[config.mk]
export PLATFORM = sky130hd
export DESIGN_NAME = adpll_loop_ctrl_flat
export DESIGN_NICKNAME = d
export VERILOG_FILES = /design/src/rtl/adpll_loop_ctrl_if.sv /design/src/rtl/adpll_loop_ctrl.sv /design/src/flat_wrapper.sv
export SDC_FILE = /design/constraint.sdc
export NUM_CORES = 1
export LEC_CHECK = 0
export ABC_CLOCK_PERIOD_IN_PS = 4500
export BUFFER_PORTS_ARGS = -buffer_cell sky130_fd_sc_hd__buf_2
export CORE_MARGIN = 5
export CORE_UTILIZATION = 60
export CTS_BUF_LIST = sky130_fd_sc_hd__clkbuf_4
export CTS_CLUSTER_DIAMETER = 100
export DETAILED_ROUTE_END_ITERATION = 8
export GPL_TIMING_DRIVEN = 0
export PLACE_DENSITY = 0.89
export SETUP_SLACK_MARGIN = 0.05
export SLEW_MARGIN = 5
export SYNTH_ARGS = -nofsm -noshare
export SYNTH_HDL_FRONTEND = slang
export SYNTH_SLANG_ARGS = --single-unit
[constraint.sdc]
create_clock -name clk -period 4.5 [get_ports clk]
set_input_delay 0.225 -clock clk [delete_from_list [all_inputs] [get_ports clk]]
set_output_delay 0.225 -clock clk [all_outputs]
set_load 0.02 [all_outputs]
[src/rtl/adpll_loop_ctrl_if.sv]
// Interface between the ADPLL loop controller and its surroundings.
// It carries the divide ratio and PFD flags in, and the DCO code and lock status out.
interface adpll_loop_ctrl_if #(
  parameter int unsigned CODE_W = 8,
  parameter int unsigned M_W    = 3
);
  logic [M_W-1:0]    M;
  logic              p_up;
  logic              p_down;
  logic [CODE_W-1:0] dco_code;
  logic              freq_lock;
  logic              phase_lock;
  logic              polarity;

  modport master (output M, p_up, p_down,
                  input  dco_code, freq_lock, phase_lock, polarity);
  modport slave  (input  M, p_up, p_down,
                  output dco_code, freq_lock, phase_lock, polarity);
endinterface

[src/rtl/adpll_loop_ctrl.sv]
// ADPLL loop controller: binary-search acquisition, then +/-1 phase tracking with lock and relock detection.
// Optional macro ADPLL_DEADBAND_EN ignores isolated PFD errors while LOCKED.
module adpll_loop_ctrl #(
  parameter int unsigned CODE_W     = 8,
  parameter int unsigned M_W        = 3,
  parameter int unsigned LOCK_CNT   = 4,
  parameter int unsigned RELOCK_CNT = 8
) (
  input logic              clk,
  input logic              R_reset,
  adpll_loop_ctrl_if.slave bus
);
  localparam int unsigned SW = CODE_W - 1;
  localparam int unsigned QW = $clog2(LOCK_CNT + 1);
  localparam int unsigned RW = $clog2(RELOCK_CNT + 1);

  localparam logic [CODE_W-1:0] CODE_INIT = {1'b1, {(CODE_W-1){1'b0}}};
  localparam logic [SW-1:0]     STEP_INIT = {1'b1, {(SW-1){1'b0}}};

  localparam logic [1:0] S_SEARCH = 2'd0;
  localparam logic [1:0] S_TRACK  = 2'd1;
  localparam logic [1:0] S_LOCKED = 2'd2;

  logic [1:0]        state_q, state_n;
  logic [CODE_W-1:0] code_q, code_n;
  logic [SW-1:0]     step_q, step_n;
  logic              have_dir_q, have_dir_n;
  logic              freq_lock_q, freq_lock_n;
  logic              phase_lock_q, phase_lock_n;
  logic              polarity_q, polarity_n;
  logic [QW-1:0]     quiet_q, quiet_n;
  logic [RW-1:0]     run_q, run_n;
  logic [M_W-1:0]    m_q, m_n;
`ifdef ADPLL_DEADBAND_EN
  logic [1:0]        prev_err_q, prev_err_n;
`endif

  logic          is_up, is_dn, act, reversal, repeat_dir;
  logic          relock, db_hold, db_pair;
  logic [SW-1:0] step_half;
  logic [QW-1:0] quiet_inc;

  // Saturating add/subtract through a one-bit-wider intermediate.
  function automatic logic [CODE_W-1:0] adjust(input logic [CODE_W-1:0] code,
                                               input logic [SW-1:0]     amt,
                                               input logic              up);
    logic [CODE_W:0] wide;
    if (up) begin
      wide   = {1'b0, code} + (CODE_W+1)'(amt);
      adjust = wide[CODE_W] ? '1 : wide[CODE_W-1:0];
    end else begin
      wide   = {1'b0, code} - (CODE_W+1)'(amt);
      adjust = wide[CODE_W] ? '0 : wide[CODE_W-1:0];
    end
  endfunction

  always_comb begin
    state_n      = state_q;
    code_n       = code_q;
    step_n       = step_q;
    have_dir_n   = have_dir_q;
    freq_lock_n  = freq_lock_q;
    phase_lock_n = phase_lock_q;
    polarity_n   = polarity_q;
    quiet_n      = quiet_q;
    run_n        = run_q;
    m_n          = m_q;
    relock       = 1'b0;
    db_hold      = 1'b0;
    db_pair      = 1'b0;
    is_up        = bus.p_up & ~bus.p_down;
    is_dn        = bus.p_down & ~bus.p_up;
    act          = is_up | is_dn;
    reversal     = act & have_dir_q & (is_up != polarity_q);
    repeat_dir   = act & ~reversal & (run_q != '0);
    step_half    = ((step_q >> 1) == '0) ? SW'(1) : (step_q >> 1);
    quiet_inc    = (quiet_q == QW'(LOCK_CNT)) ? quiet_q : quiet_q + QW'(1);
`ifdef ADPLL_DEADBAND_EN
    prev_err_n   = {is_up, is_dn};
    if (state_q == S_LOCKED && act) begin
      if (prev_err_q == {is_up, is_dn}) db_pair = 1'b1;
      else                              db_hold = 1'b1;
    end
`endif

    if (bus.M != m_q) begin
      m_n    = bus.M;
      relock = 1'b1;
    end else if (state_q == S_SEARCH) begin
      if (act) begin
        code_n     = adjust(code_q, reversal ? step_half : step_q, is_up);
        polarity_n = is_up;
        have_dir_n = 1'b1;
        if (reversal) begin
          step_n = step_half;
          if (step_q == SW'(1)) begin
            freq_lock_n = 1'b1;
            state_n     = S_TRACK;
            quiet_n     = '0;
            run_n       = '0;
          end
        end
      end
    end else begin
      // TRACK and LOCKED share the +/-1 rules; deadband may suppress the step.
      if (act && !db_hold) begin
        code_n     = adjust(code_q, SW'(1), is_up);
        polarity_n = is_up;
        if (db_pair) begin
          quiet_n = '0;
          run_n   = RW'(1);
        end else if (reversal) begin
          quiet_n = quiet_inc;
          run_n   = RW'(1);
        end else begin
          run_n = run_q + RW'(1);
          if (run_q != '0) quiet_n = '0;
        end
      end else if (!act) begin
        quiet_n = quiet_inc;
        run_n   = '0;
      end
      if (run_n == RW'(RELOCK_CNT)) begin
        relock = 1'b1;
      end else if (state_q == S_TRACK && quiet_n == QW'(LOCK_CNT)) begin
        state_n      = S_LOCKED;
        phase_lock_n = 1'b1;
      end else if (state_q == S_LOCKED && ((repeat_dir && !db_hold) || db_pair)) begin
        state_n      = S_TRACK;
        phase_lock_n = 1'b0;
      end
    end

    // Restart acquisition from the current code.
    if (relock) begin
      state_n      = S_SEARCH;
      step_n       = STEP_INIT;
      have_dir_n   = 1'b0;
      freq_lock_n  = 1'b0;
      phase_lock_n = 1'b0;
      quiet_n      = '0;
      run_n        = '0;
    end
  end

  always_ff @(posedge clk) begin
    if (R_reset) begin
      state_q      <= S_SEARCH;
      code_q       <= CODE_INIT;
      step_q       <= STEP_INIT;
      have_dir_q   <= 1'b0;
      freq_lock_q  <= 1'b0;
      phase_lock_q <= 1'b0;
      polarity_q   <= 1'b0;
      quiet_q      <= '0;
      run_q        <= '0;
      m_q          <= bus.M;
`ifdef ADPLL_DEADBAND_EN
      prev_err_q   <= 2'b00;
`endif
    end else begin
      state_q      <= state_n;
      code_q       <= code_n;
      step_q       <= step_n;
      have_dir_q   <= have_dir_n;
      freq_lock_q  <= freq_lock_n;
      phase_lock_q <= phase_lock_n;
      polarity_q   <= polarity_n;
      quiet_q      <= quiet_n;
      run_q        <= run_n;
      m_q          <= m_n;
`ifdef ADPLL_DEADBAND_EN
      prev_err_q   <= prev_err_n;
`endif
    end
  end

  assign bus.dco_code   = code_q;
  assign bus.freq_lock  = freq_lock_q;
  assign bus.phase_lock = phase_lock_q;
  assign bus.polarity   = polarity_q;
endmodule
[src/flat_wrapper.sv]
// flat-port wrapper written by rule: the top's interface ports become plain ports
module adpll_loop_ctrl_flat 
#(
  parameter int unsigned CODE_W     = 8,
  parameter int unsigned M_W        = 3,
  parameter int unsigned LOCK_CNT   = 4,
  parameter int unsigned RELOCK_CNT = 8
)
  (clk, R_reset, bus_M, bus_p_up, bus_p_down, bus_dco_code, bus_freq_lock, bus_phase_lock, bus_polarity);
  adpll_loop_ctrl_if #(.CODE_W(CODE_W), .M_W(M_W)) bus_i ();
  input logic clk;
  input logic R_reset;
  input wire logic [$bits(bus_i.M)-1:0] bus_M;
  input wire logic [$bits(bus_i.p_up)-1:0] bus_p_up;
  input wire logic [$bits(bus_i.p_down)-1:0] bus_p_down;
  output wire logic [$bits(bus_i.dco_code)-1:0] bus_dco_code;
  output wire logic [$bits(bus_i.freq_lock)-1:0] bus_freq_lock;
  output wire logic [$bits(bus_i.phase_lock)-1:0] bus_phase_lock;
  output wire logic [$bits(bus_i.polarity)-1:0] bus_polarity;
  assign bus_i.M = bus_M;
  assign bus_i.p_up = bus_p_up;
  assign bus_i.p_down = bus_p_down;
  assign bus_dco_code = bus_i.dco_code;
  assign bus_freq_lock = bus_i.freq_lock;
  assign bus_phase_lock = bus_i.phase_lock;
  assign bus_polarity = bus_i.polarity;
  adpll_loop_ctrl #(.CODE_W(CODE_W), .M_W(M_W), .LOCK_CNT(LOCK_CNT), .RELOCK_CNT(RELOCK_CNT)) u_core (.clk(clk), .R_reset(R_reset), .bus(bus_i));
endmodule
Yosys cells after proc, flatten, opt, wreduce, memory -nomap -nowiden:

Index checks and enable logic that the tools add are counted.

* add/sub/neg operators: 6
* eq/ne operators: 12
* muxes and demuxes: 43
* bitwise operators: 13
* reductions and logical operators: 15

Operator list (count)
* 8-bit two-way mux: 9
* 3-bit two-way mux: 12
* 4-bit two-way mux: 8
* 2-bit two-way mux: 7
* 8-bit by 1-bit adder with 9-bit output, second input constant: 1
* 8-bit by 7-bit adder with 9-bit output: 1
* 8-bit by 1-bit subtractor with 9-bit output, second input constant: 1
* 8-bit by 7-bit subtractor with 9-bit output: 1
* 4-bit AND reduction: 2
* 7-bit by 1-bit == test with 1-bit output, second input constant: 1
* 7-bit logical NOT: 1
* 7-bit two-way mux: 1
* 1-bit bitwise AND: 6
* 3-bit == test, second input constant: 2
* 6-bit two-way mux: 1
* 2-bit by 1-bit inequality test with 1-bit output, second input constant: 3
* 1-bit inverter: 6
* 6-bit AND reduction: 1
* 1-bit two-way mux: 5
* 5-bit AND reduction: 1
* 4-bit by 1-bit adder with 4-bit output, second input constant: 1
* 4-bit == test, second input constant: 1
* 2-bit nonzero test: 2
* 4-bit nonzero test: 1
* other kinds (13): 14

* register bits after elaboration: 31
* input bits: 7
* output and inout port bits: 11
* word-level logic and storage cells: 99

Logic depth before layout (Yosys ltp):

Gate-level depths: netlist of the first run.

* depth in word-level cells: 14
* mapped depth: 16
* gate-level depth less buffers: 15

Worst setup path before layout of the first run:

OpenSTA, ideal clock, no wires.

* path kind: input -> register
* start: input port bus_p_down
* end: register u_core.code_q[1] (netlist: u_core.bus.dco_code[1])
* setup time: 0.061 ns
* data arrival time: 3.157 ns
* data required time: 4.439 ns
* setup slack: 1.281 ns
* stages on the path: 15
* buffers on the path: 0
* cells stage by stage: inv_1 ha_1 nand2b_1 nor2_2 nor2_1 a21oi_1 ha_1 inv_1 fa_1 nand2b_1 a21oi_1 o221ai_1 and3_1 a21oi_1 a32o_1

* word-level cells in the longest chain between the ends: 11
* elaborated cells between the ends (all ways): 18
* those cells by class: add/sub (2); eq/ne (1); mux (8); bitwise (6); reduce/logical (1)

RTL lines
* start, declared: line flat_wrapper.sv:15 `input wire logic [$bits(bus_i.p_down)-1:0] bus_p_down;`
* 1-bit inverter: line adpll_loop_ctrl.sv:71 `is_up = bus.p_up & ~bus.p_down;`
* 1-bit bitwise AND: line adpll_loop_ctrl.sv:71
* 1-bit bitwise OR: line adpll_loop_ctrl.sv:73 `act = is_up | is_dn;`
* 1-bit bitwise AND (2 in series): line adpll_loop_ctrl.sv:74 `reversal = act & have_dir_q & (is_up != polarity_q);`
* 7-bit two-way mux
* 8-bit by 7-bit subtractor with 9-bit output or 8-bit by 7-bit adder with 9-bit output (tied branches): line adpll_loop_ctrl.sv:52, adpll_loop_ctrl.sv:49
* 8-bit two-way mux, on equally long branches: line adpll_loop_ctrl.sv:53, adpll_loop_ctrl.sv:50
* 8-bit two-way mux: line adpll_loop_ctrl.sv:48 `if (up) begin`
* 8-bit two-way mux: line adpll_loop_ctrl.sv:90 `if (act) begin`
* 8-bit two-way mux: line adpll_loop_ctrl.sv:89 `end else if (state_q == S_SEARCH) begin`
* end signal, assigned: line adpll_loop_ctrl.sv:163 `code_q <= code_n;`
* end, declared: line adpll_loop_ctrl.sv:25 `logic [CODE_W-1:0] code_q, code_n;`

Several ways; a longest one is shown, not always the timed one. The select of a mux whose other input is x is not followed.
A chain may end at the register's enable or synchronous reset.

Final worst setup path of the first run:

Same ends and word-level chain as after synthesis.

==> results, run 1 <==
- The flow ran to the end, and the final reports show no timing, DRC or antenna violations.
- In this run, synthesis inferred 3 flip-flops with an integrated enable.
- Wires add up to roughly 7.3 mm.
- For this run, the top clock speed supported by timing is approximately 280 MHz.
- Along the worst hold path, the cell count comes to 1.
- Entering global routing, the biggest net connects 11 pins.
- The total clock buffers created by CTS is 5.
- The required time at the endpoint of the critical path is 4.78 ns.
- Between clock sinks in the finished design, the worst skew comes to 0.00861 ns.
- Among all flip-flop cells after synthesis, the most frequent one is sky130_fd_sc_hd__dfxtp_1.
- The clock passes through at most 2 buffers.
- The insertion delay of the later-clocked pin in the worst-skew pair is about 0.34 ns.
- STA classifies the critical path endpoint as a flip-flop.
- IR analysis of the VDD net gives a maximum drop of approximately 0.11 mV.
- In the post-synthesis netlist, the biggest area contributors are sky130_fd_sc_hd__dfxtp_1, sky130_fd_sc_hd__ha_1, sky130_fd_sc_hd__nor2_1.
- The fraction of registers with async set/reset is 0.
- Counting every sink on the clock net gives 31.
- Summed over all failing endpoints, the final setup total negative slack is 0 ns.
- Once the clock tree was built, the resizer swapped 0 gates to a different size.
- The mean number of vias per cell is 6.45.
- In the routed design, unresolved DRC markers number 0.
- The tightest slew margin relative to the limit is 0.592.
- The minimum setup slack among reg-to-reg paths is roughly 0.86 ns.
- Across every metal layer, demand over resource in global routing totals 0.244.
- The first-pass detailed-route iteration total is 5.
- The die is roughly 80 µm wide.
- The initial detailed-routing violation count is between 200 and 250.
- 18 I/O pins were placed.
- Compared with the post-synthesis result, the final layout area differs by 7.26%.
- The first global-routing pass estimated between 10 and 15 mm of wire.
- The count of buffers added on input and output ports is 17.
- The placeable core region is roughly 0.0047 mm².
- Of the available clock period, the critical path in the final layout requires 0.808.
- The count of pins over their slew limit came to 0.
- The startpoint kind of the worst setup timing path is a primary input.
- The initialized floorplan defines 25 standard-cell rows.
- The worst register-to-register path ends at u_core.bus.dco_code[1].
- The netlist uses 66 different library cells.
- The routed layout has around 2900 vias.
- The number of nets in the layout is between 400 and 500.
- The clock-pin slew on the worst setup and hold paths is about 0.1 ns.
- The initial core utilization is 0.610.
- In this run the worst path has a maximum fanout of 8.
- The launch point of the worst reg-to-reg path is u_core.bus.polarity.
- The routability congestion estimate is 0.937.
- For hold timing, the worst endpoint is u_core.m_q[2].
- The initial antenna violation count is 0.
- The cell count after synthesis is roughly 370.
- The path type of the worst min-delay path is primary input to flip-flop.
- The count of H-tree levels built during CTS is 2.
- For the finished layout, the period the worst path requires is between 3 and 4 ns.
- The HPWL after detailed placement is between 5 and 6 mm.
- The floorplan step defined a die boundary enclosing between 0.006 and 0.007 mm².
- The hold violation total from the final report is 0.
- The clock tree from TritonCTS is built.
- The average size of a mapped cell is approximately 7.8 µm².
- The average wire per cell in the routed design is roughly 16 µm.
- 0 antenna diodes ended up in the layout.
- The detail route stage leaves a number of antenna-violating nets equal to 0.
- The cell taking the most area after synthesis is sky130_fd_sc_hd__dfxtp_1.
- The power density of the placed cells is between 200 and 250 mW/mm².
- The sequential share of the synthesized area is 0.229.
- At the pin with the least slew margin, the transition time is ~0.61 ns.
- The post-synthesis instance area is 0.00284 mm².
- Clock tree synthesis selected as its root buffer the cell sky130_fd_sc_hd__clkbuf_4.
- Of the post-synthesis cell area, the dominant cell type holds 0.197.
- At the worst endpoint, the arrival time is 3.91 ns.
- In the final layout, the share of cells above drive strength 1 is 0.120.
- The via count of the first global-routing pass is roughly 2600.
- The utilization after layout is 0.654.
- The vertical extent of the die is ~79 µm.
- The number of cells on the worst reg-to-reg path is 13.
- The startpoint identified for the worst hold timing path is bus_M[2].
- The register bit count reported by yosys is 31.
- The leftover overflow at the end of global routing is 0.
- Setup violations remaining at the end of the flow were counted as 0.
- Setup repair after global routing left no endpoint under its margin.
- The number of post-CTS setup repair buffers is 0.
- The max-capacitance violation count is 0.
- The count of warnings emitted by yosys is 0.
- The worst setup path category is primary input to flip-flop.
- Counting every net in the synthesized netlist gives approximately 400.
- The cts-stage hold buffer count is 0.
- For this design the static power due to leakage is about 1.2 nW.
## critical path: stages
cell                       delay, ns
sky130_fd_sc_hd__buf_2          0.07
sky130_fd_sc_hd__inv_1          0.03
sky130_fd_sc_hd__ha_1           0.41
sky130_fd_sc_hd__nand2b_1       0.23
sky130_fd_sc_hd__nor2_2         0.36
sky130_fd_sc_hd__nor2_1         0.08
sky130_fd_sc_hd__a21oi_1        0.30
sky130_fd_sc_hd__ha_1           0.25
sky130_fd_sc_hd__inv_1          0.06
sky130_fd_sc_hd__fa_1           0.39
sky130_fd_sc_hd__nand2b_1       0.18
sky130_fd_sc_hd__a21oi_1        0.34
sky130_fd_sc_hd__o221ai_1       0.34
sky130_fd_sc_hd__and3_1         0.31
sky130_fd_sc_hd__a21oi_1        0.15
sky130_fd_sc_hd__a32o_1         0.18
## report_power, final
group	total, mW	switching (mW)	internal (mW)
clock network	0.163	0.0983	0.0647
registers	0.291	0.00550	0.286
logic	0.171	0.108	0.0630
## layer usage
metal	share of wire	GRT usage
met4	0.019	0.0842
met2	0.47	0.403
met3	0.068	0.0454
met1	0.44	0.320
met5	0	0
## sequential cells by signal, indices dropped and copies added (netlist names)
register / flops
u_core.bus.dco_code: 8
u_core.bus.freq_lock: 1
u_core.bus.phase_lock: 1
u_core.bus.polarity: 1
u_core.have_dir_q: 1
u_core.m_q: 3
u_core.quiet_q: 3
u_core.run_q: 4
u_core.state_q: 2
u_core.step_q: 7
## per-stage QoR
step                total power, mW  cell area (µm²)  setup slack [ns]  hold slack [ns]  cells
finish                        0.625             3050             0.865           0.0811    445
global route                  0.654             3050             0.660           0.0689    445
CTS                           0.625             3050             0.918           0.0728    445
detailed placement            0.463             3000             0.605            0.424    437
global placement              0.460             3000             0.727            0.425    437
floorplan                     0.424             2840              1.28            0.294    366
## kinds of logic after synthesis
kind of cell	Yosys count	share of synthesized area
and+or+nand+nor	132	0.250
buffers and inverters	44	0.0691
DFF	31	0.229
AOI/OAI and AO/OA	107	0.250
muxes	10	0.0357
xor gates and xnor gates	18	0.0555
adders and majority gates	24	0.111
## final cells by class
| cell class | count | area (µm²) |
|---|---|---|
| sequential | 31 | 651 |
| clock buffer | 6 | 45.0 |
| timing repair buffer | 17 | 85.1 |
| clock inverter | 2 | 8.76 |
| tap | 54 | 67.6 |
| fill | 413 | 1610 |
| inverter | 23 | 86.3 |
| multi-input combinational | 291 | 2000 |
| buffer | 21 | 110 |
## worst max-delay path by stage
stage	start	endpoint	slack [ns]	cells past startpoint
global route	u_core.bus.polarity	u_core.bus.dco_code[1]	0.66	13
finish	bus_p_down	u_core.bus.dco_code[1]	0.86	16
CTS	u_core.bus.polarity	u_core.bus.dco_code[1]	0.92	13
detailed placement	bus_p_down	u_core.bus.dco_code[1]	0.61	16
floorplan	bus_p_down	u_core.bus.dco_code[1]	1.28	15
global placement	bus_p_down	u_core.bus.dco_code[1]	0.73	16
## synth_stat cells (all sizes together) (3+ instances only)
| master | number |
|---|---|
| a21oi | 23 |
| a32oi | 3 |
| nand3 | 10 |
| nand2b | 4 |
| a2111oi | 5 |
| nor4 | 3 |
| edfxtp | 3 |
| nand4b | 3 |
| nor2b | 7 |
| o211ai | 6 |
| ha | 22 |
| or4 | 3 |
| dfxtp | 28 |
| nor2 | 43 |
| a211oi | 9 |
| o21ai | 30 |
| nor3b | 7 |
| mux2i | 9 |
| inv | 23 |
| o21bai | 3 |
| and3 | 5 |
| xor2 | 6 |
| buf | 11 |
| a21o | 4 |
| a31oi | 4 |
| clkbuf | 10 |
| nor3 | 16 |
| nand2 | 19 |
| xnor2 | 12 |
## layout by cell type (no fill, tap or decap), drive strengths merged, types with 6 or more instances in the layout
master	count
xnor2	12
o21ai	30
xor2	6
nand2	19
nand3	10
a21oi	23
ha	22
o211ai	6
dfxtp	28
a211oi	9
inv	23
nor2b	7
mux2i	9
nor2	43
nor3	16
buf	28
clkbuf	16
nor3b	7
Power figures use the tool's default switching activity.
==> run 2: changes to the inputs <==
--- a/config.mk
+++ b/config.mk
@@ -5,10 +5,10 @@
 export SDC_FILE = /design/constraint.sdc
 export NUM_CORES = 1
 export LEC_CHECK = 0
-export ABC_CLOCK_PERIOD_IN_PS = 4500
+export ABC_CLOCK_PERIOD_IN_PS = 3260
 export BUFFER_PORTS_ARGS = -buffer_cell sky130_fd_sc_hd__buf_2
 export CORE_MARGIN = 5
-export CORE_UTILIZATION = 60
+export CORE_UTILIZATION = 57
 export CTS_BUF_LIST = sky130_fd_sc_hd__clkbuf_4
 export CTS_CLUSTER_DIAMETER = 100
 export DETAILED_ROUTE_END_ITERATION = 8
==> constraint.sdc (replaced) <==
create_clock -name clk -period 3.26 [get_ports clk]
set_input_delay 0.163 -clock clk [delete_from_list [all_inputs] [get_ports clk]]
set_output_delay 0.163 -clock clk [all_outputs]
set_load 0.02 [all_outputs]
==> run 2 against run 1 <==
Compared with the run above:
- sequential share of layout area is 0.70 points lower
- die area up 4.6%
- setup slack worse by 0.61 ns
- critical path type is now flip-flop to flip-flop
- highest routed layer unchanged
==> results, run 2 (synthesized netlist as in run 1, its figures left out) <==
- The flow ran to the end, and the final reports show no timing, DRC or antenna violations.
- The initial core utilization is 0.594 (-0.0159).
- The number of DRC violations after detailed routing is 0 (unchanged).
- The leftover overflow at the end of global routing is 0 (unchanged).
- The routed wire length was 7.78 mm (+6.3%).
- For the finished layout, the period the worst path requires is 3.01 ns.
- The max-capacitance violation count is 0 (unchanged).
- The count of H-tree levels built during CTS is 2 (unchanged).
- The hold violation total from the final report is 0 (unchanged).
- The fraction of final layout cells with drive strength greater than 1 is 0.159 (+0.0393).
- The final-report setup violation count is 0 (unchanged).
- The post-route antenna net violation count came to 0 (unchanged).
- The required time at the endpoint of the critical path is 3.50 ns (-1.28 ns).
- The maximum clock insertion buffer count is 2 (unchanged).
- The initial detailed-routing violation count was 385 (+91%).
- The data arrival at the endpoint of the critical path is 3.25 ns (-0.66 ns).
- The insertion delay of the later-clocked pin in the worst-skew pair came to 0.35 ns (about the same).
- The total power is 880 µW (+41%).
- The half-perimeter wire length of the detailed placement result is 5.60 mm (+2.0%).
- The cell area after placement is 0.00301 mm² (+0.54%).
- Setup repair after global routing left no endpoint under its margin.
- Of the available clock period, the critical path in the final layout requires 0.922.
- The clock-pin slew on the worst setup and hold paths is 0.10 ns (about the same).
- The count of pins over their slew limit is 0 (unchanged).
- The worst setup path is captured at a flip-flop.
- The delay of the slowest critical-path stage is 0.37 ns (-0.04 ns).
- The clock tree root buffer cell is sky130_fd_sc_hd__clkbuf_4.
- The initial antenna violation count came to 0 (unchanged).
- The global-route wire length before repair came to 12.5 mm (+1.6%).
- The placeable core region came to 0.00479 mm² (+2.7%).
- The via count is 2981 (+3.9%).
- The library cell used most frequently in the layout, excluding fill and tap cells, is sky130_fd_sc_hd__nor2_1.
- The leakage component of the power is 1.24 nW (+2.4%).
- The average wire per cell in the routed design came to 16.8 µm (+2.4%).
- The mean number of vias per cell is 6.45 (about the same).
- The cell area after layout is 0.00316 mm² (+3.8%).
- The filler cell count is 430 (+4.1%).
- The vertical extent of the die is 80.6 µm (+2.3%).
- The worst setup path category is flip-flop to flip-flop.
- The number of nets in the layout is 425 (+0.95%).
- The pin count of the biggest net entering global routing is 11 (unchanged).
- The worst clock skew was 0.0187 ns (+0.0101 ns).
- The via count of the first global-routing pass is 2673 (+1.3%).
- The peak ir drop on the vdd network is 0.159 mV (+40%).
- The x dimension of the die is 80.6 µm (+2.3%).
- STA classifies the critical path startpoint as a flip-flop.
- The clock tree from TritonCTS is built.
- The diode insertion count for antenna repair is 0 (unchanged).
- The power density of the placed cells was 278 mW/mm² (+36%).
- The number of sinks handled by clock tree synthesis was 31 (unchanged).
- The flip-flop count of the largest register after layout is 8 (unchanged).
- The critical path goes through xnor2_2, nor2_4, buf_4, mux2i_2, inv_1, ha_1, clkbuf_1, nor2_1, nor2_1, o221ai_2, and3_1, a21oi_1, a32o_1.
- The total of buffers placed on input and output ports was 17 (unchanged).
- The I/O pin total was 18 (unchanged).
- The area growth from synthesis to layout is 11.3%.
- The combined global-route utilization of all metal layers is 0.246 (+0.00181).
- The minimum setup slack among reg-to-reg paths is 0.25 ns (-0.61 ns).
- The number of standard-cell rows in the floorplan came to 25 (unchanged).
- The cell repeated most along the worst path is sky130_fd_sc_hd__nor2_1.
- The slowest stage of the critical path is the sky130_fd_sc_hd__dfxtp_2 cell.
- In the layout the commonest cells are sky130_fd_sc_hd__nor2_1, sky130_fd_sc_hd__buf_2, sky130_fd_sc_hd__o21ai_0, sky130_fd_sc_hd__dfxtp_1, sky130_fd_sc_hd__inv_1.
- The worst hold margin is 0.0340 ns (-0.0471 ns).
- The die area is 0.00650 mm² (+4.6%).
- The total clock buffers created by CTS was 5 (unchanged).
- The largest fanout of any net on the critical path is 10 (+2).
- Timing would allow up to 333 MHz.
- In this run the worst hold path is classified as primary input to flip-flop.
- The actual transition at the worst max-transition pin is 0.666 ns (+0.0578 ns).
- The tightest slew margin relative to the limit is 0.553 (-0.0388).
- The first-pass detailed-route iteration total came to 5 (unchanged).
- The routability congestion estimate is 0.955 (+1.9%).
==> run 2: cell types whose count changed in the layout (fill, tap and decap cells not counted), sizes merged <==
cell | previous run | this run
dlygate4sd3 | 0 | 2
buf | 28 | 30
==> run 2: final timing paths <==
check	from	endpoint	cells after the start
max reg2reg	u_core.bus.polarity	u_core.bus.dco_code[3]	13
max	u_core.bus.polarity	u_core.bus.dco_code[3]	13
min	bus_M[2]	u_core.m_q[2]	1
min reg2reg	u_core.bus.phase_lock	u_core.bus.phase_lock	2
==> run 2: layer usage <==
layer	global-route usage	part of all wire
met1	0.318	0.42
met2	0.405	0.47
met3	0.0493	0.085
met4	0.0861	0.029
met5	0	0
==> run 2: where the power goes <==
part	total, mW	internal (mW)	switching (mW)	leakage, nW
logic	0.244	0.0919	0.152	0.946
clock network	0.234	0.0893	0.144	0.0331
registers	0.403	0.395	0.00818	0.258
==> run 2: worst max-delay path: cells and delay by family (launching register included) <==
| family | cells | cell delay [ns] |
|---|---|---|
| compound gates | 3 | 0.63 |
| xor+xnor | 1 | 0.18 |
| fa+ha+maj | 1 | 0.27 |
| buf+inv | 3 | 0.47 |
| flops | 1 | 0.37 |
| mux | 1 | 0.31 |
| simple gates | 4 | 0.68 |
==> run 2: cell type report <==
type	instances	area (µm²)	area share
timing repair buffer	21	120	0.0380
buffer	21	110	0.0348
clock inverter	2	8.76	0.00277
inverter	23	86.3	0.0273
sequential	31	653	0.206
clock buffer	6	45.0	0.0142
tap	67	83.8	0.0265
multi-input combinational	291	2060	0.650
==> run 2: timing repair <==
action,4_1_cts,5_1_grt
hold endpoints to repair,0,2
cloned,0,0
pin swaps,1,1
gates resized for setup,2,16
setup endpoints to repair,8,8
buffers inserted,2,0
hold buffers,0,2
==> run 2: stage by stage <==
step           TNS (ns)  instances   util  setup WS (ns)
2_1_floorplan         0        366      -          0.103
3_3_place_gp      -2.21        450  0.629         -0.388
4_1_cts               0        460  0.645         0.0759
3_5_place_dp      -3.20        450  0.629         -0.530
5_1_grt               0        462  0.661         0.0577
6_report              0        462  0.661          0.255
==> run 3: changes to the inputs <==
--- a/config.mk
+++ b/config.mk
@@ -5,7 +5,7 @@
 export SDC_FILE = /design/constraint.sdc
 export NUM_CORES = 1
 export LEC_CHECK = 0
-export ABC_CLOCK_PERIOD_IN_PS = 3260
+export ABC_CLOCK_PERIOD_IN_PS = 2690
 export BUFFER_PORTS_ARGS = -buffer_cell sky130_fd_sc_hd__buf_2
 export CORE_MARGIN = 5
 export CORE_UTILIZATION = 57
==> constraint.sdc (replaced) <==
create_clock -name clk -period 2.69 [get_ports clk]
set_input_delay 0.1345 -clock clk [delete_from_list [all_inputs] [get_ports clk]]
set_output_delay 0.1345 -clock clk [all_outputs]
set_load 0.02 [all_outputs]
==> run 3 against run 2 <==
Compared with the run above:
- the run now ends with negative setup slack left
- sequential share of layout area decreased by 2.6 points
- first-iteration DRC count up 3.9%
- worst hold slack gained 0.020 ns
- final cell count increased by 4.5%
- clock power increased by 62%
- power is 38% higher
- flip-flop and latch count stayed put
- register-to-register slack got worse by 0.34 ns
- routed wire length increased by 29%
- largest cell class unchanged
==> results, run 3 (synthesized netlist as in run 1, its figures left out) <==
- The actual transition at the worst max-transition pin was 0.677 ns (+0.0112 ns).
- The vertical extent of the die is 80.6 µm (unchanged).
- The flow ran to the end, but the final reports show violations.
- The cell area after layout is 0.00368 mm² (+16%).
- The half-perimeter wire length of the detailed placement result was 5.60 mm (about the same).
- The final cycle utilization of the critical path is 1.03 (+0.111).
- The slowest stage of the critical path is the sky130_fd_sc_hd__dfxtp_4 cell.
- The fmax came to 360 MHz (+8.2%).
- The cell area after placement is 0.00314 mm² (+4.3%).
- The final non-filler cell total is 483 (+4.5%).
- The switching power was 414 µW (+36%).
- The flip-flop count of the largest register after layout is 8 (unchanged).
- In the layout the commonest cells are sky130_fd_sc_hd__nor2_1, sky130_fd_sc_hd__buf_2, sky130_fd_sc_hd__o21ai_0.
- The maximum clock insertion buffer count was 2 (unchanged).
- The worst setup timing slack at the placement stage is -0.489 ns (+0.0414 ns).
- The pin count of the biggest net entering global routing was 11 (unchanged).
- The clock-pin slew on the worst setup and hold paths was 0.11 ns (about the same).
- The switching portion of total power came to 0.341 (-0.00527).
- The worst setup path is of the flip-flop to flip-flop kind.
- The cell family contributing the most delay on the critical path is compound AO/OA/AOI/OAI gates.
- The total of buffers placed on input and output ports is 17 (unchanged).
- The peak ir drop on the vdd network is 0.231 mV (+46%).
- The internal power consumption is 802 µW (+39%).
- From synthesis to final layout, the design area changed by 29.4%.
- The final reports fail on negative setup slack.
- The total power is 1.22 mW (+38%).
- The data arrival at the endpoint of the critical path was 3.05 ns (-0.20 ns).
- The delay of the slowest critical-path stage is 0.38 ns (about the same).
- The number of nets in the layout is 446 (+4.9%).
- The summed negative setup slack over all endpoints came to -0.382 ns (-0.382 ns).
- The part of the power in registers came to 0.401 (-0.057).
- The via count of the first global-routing pass is 2952 (+10%).
- The initial core utilization was 0.594 (unchanged).
- The post-route antenna net violation count is 0 (unchanged).
- The tightest slew margin relative to the limit came to 0.546 (-0.00749).
- The total placed cells including tap cells was 450 (unchanged).
- Setup repair after global routing could not meet its margin everywhere.
- The combined global-route utilization of all metal layers is 0.287 (+0.0412).
- The largest fanout of any net on the critical path is 7 (-3).
- The number of buffers and inverters on the critical path is 3 (unchanged).
- The number of sinks handled by clock tree synthesis is 31 (unchanged).
- The initial antenna violation count was 0 (unchanged).
- The worst hold margin is 0.0539 ns (+0.0199 ns).
- The global-route wire length before repair came to 14.4 mm (+15%).
- The clock tree from TritonCTS is built.
- The die area came to 0.00650 mm² (unchanged).
- The x dimension of the die came to 80.6 µm (unchanged).
- The hold violation total from the final report was 0 (unchanged).
- In this run the worst hold path is classified as primary input to flip-flop.
- The combinational power share is 0.286 (+0.009).
- The I/O pin total is 18 (unchanged).
- The initial detailed-routing violation count is 400 (+3.9%).
- The shortest clock period the worst path allows after layout is 2.78 ns (-0.228 ns).
- The routed wire length is 10.1 mm (+29%).
- The count of H-tree levels built during CTS is 2 (unchanged).
- The leftover overflow at the end of global routing is 0 (unchanged).
- The critical path goes through xnor2_4, nor2_4, buf_12, mux2i_4, inv_2, ha_1, nor2_1, o311ai_1, a21oi_1, buf_4, xnor2_1, o31a_1, a32oi_1.
- The cell sitting at the root of the clock tree is a sky130_fd_sc_hd__clkbuf_4.
- The leakage component of the power is 1.38 nW (+12%).
- The filler cell count was 301 (-30%).
- The clock group share of total power is 0.312 (+0.047).
- The total clock buffers created by CTS is 5 (unchanged).
- Leaving out fill and tap cells, the most frequent cell in the layout is sky130_fd_sc_hd__nor2_1.
- The diode insertion count for antenna repair is 0 (unchanged).
- The max-capacitance violation count is 0 (unchanged).
- The utilization after layout is 0.768 (+0.107).
- The count of pins over their slew limit is 0 (unchanged).
- The fraction of final layout cells with drive strength greater than 1 is 0.296 (+0.136).
- The via count is 3361 (+13%).
- The first-pass detailed-route iteration total is 6 (+1).
- The final-report setup violation count is 7 (+7).
- The number of DRC violations after detailed routing was 0 (unchanged).
- The final setup slack of the worst path is -0.0873 ns (-0.342 ns).
- The required time at the endpoint of the critical path is 2.96 ns (-0.54 ns).
- The power density of the placed cells was 331 mW/mm² (+19%).
- The startpoint kind of the worst setup timing path is a flip-flop.
- The insertion delay of the later-clocked pin in the worst-skew pair is 0.36 ns (about the same).
- The worst setup path is captured at a flip-flop.
- The mean number of vias per cell came to 6.96 (+7.8%).
- The routability congestion estimate is 0.913 (-4.4%).
- The average wire per cell in the routed design is 20.8 µm (+24%).
- The number of standard-cell rows in the floorplan was 25 (unchanged).
- The placeable core region was 0.00479 mm² (unchanged).
- The worst clock skew is 0.0165 ns (-0.00216 ns).
run 3: power by group through the flow:
stage	clock network (mW)	registers, mW	logic [mW]
final	0.380	0.488	0.348
after global routing	0.403	0.490	0.367
after CTS	0.371	0.488	0.308
after detailed placement	0	0.499	0.291
after global placement	0	0.498	0.285
after floorplan	0	0.506	0.215
run 3: area by class of cell:
type	instances	area (µm²)	area share
plain buffers	20	129	0.0350
clock buffers	5	37.5	0.0102
clock inverters	3	38.8	0.0105
inverters	23	93.8	0.0255
multi-input cells	291	2310	0.627
flip-flops and latches	31	664	0.181
well taps	67	83.8	0.0228
repair buffers	43	323	0.0878
run 3: final timing paths:
| path | startpoint | end | slack, ns | depth (start not counted) |
|---|---|---|---|---|
| worst max-delay path | u_core.bus.polarity | u_core.bus.dco_code[5] | -0.09 | 13 |
| worst min-delay path | R_reset | u_core.bus.dco_code[0] | 0.05 | 2 |
| worst max register to register | u_core.bus.polarity | u_core.bus.dco_code[5] | -0.09 | 13 |
| worst min register to register | u_core.bus.phase_lock | u_core.bus.phase_lock | 0.45 | 2 |
run 3: metal layers:
| layer | GRT usage | share of wire | vias up |
|---|---|---|---|
| met2 | 0.473 | 0.45 | 307 |
| met1 | 0.357 | 0.36 | 1525 |
| met4 | 0.133 | 0.069 | 0 |
| li1 | - | - | 1439 |
| met3 | 0.0605 | 0.12 | 90 |
| met5 | 0 | 0 | - |
run 3: what timing repair did:
action / CTS / global route
resized for setup: 33 / 24
endpoints found under the hold margin: 1 / 2
pin swaps: 19 / 26
buffers inserted: 16 / 7
hold buffers: 1 / 2
gates cloned: 0 / 1
setup endpoints to repair: 8 / 8
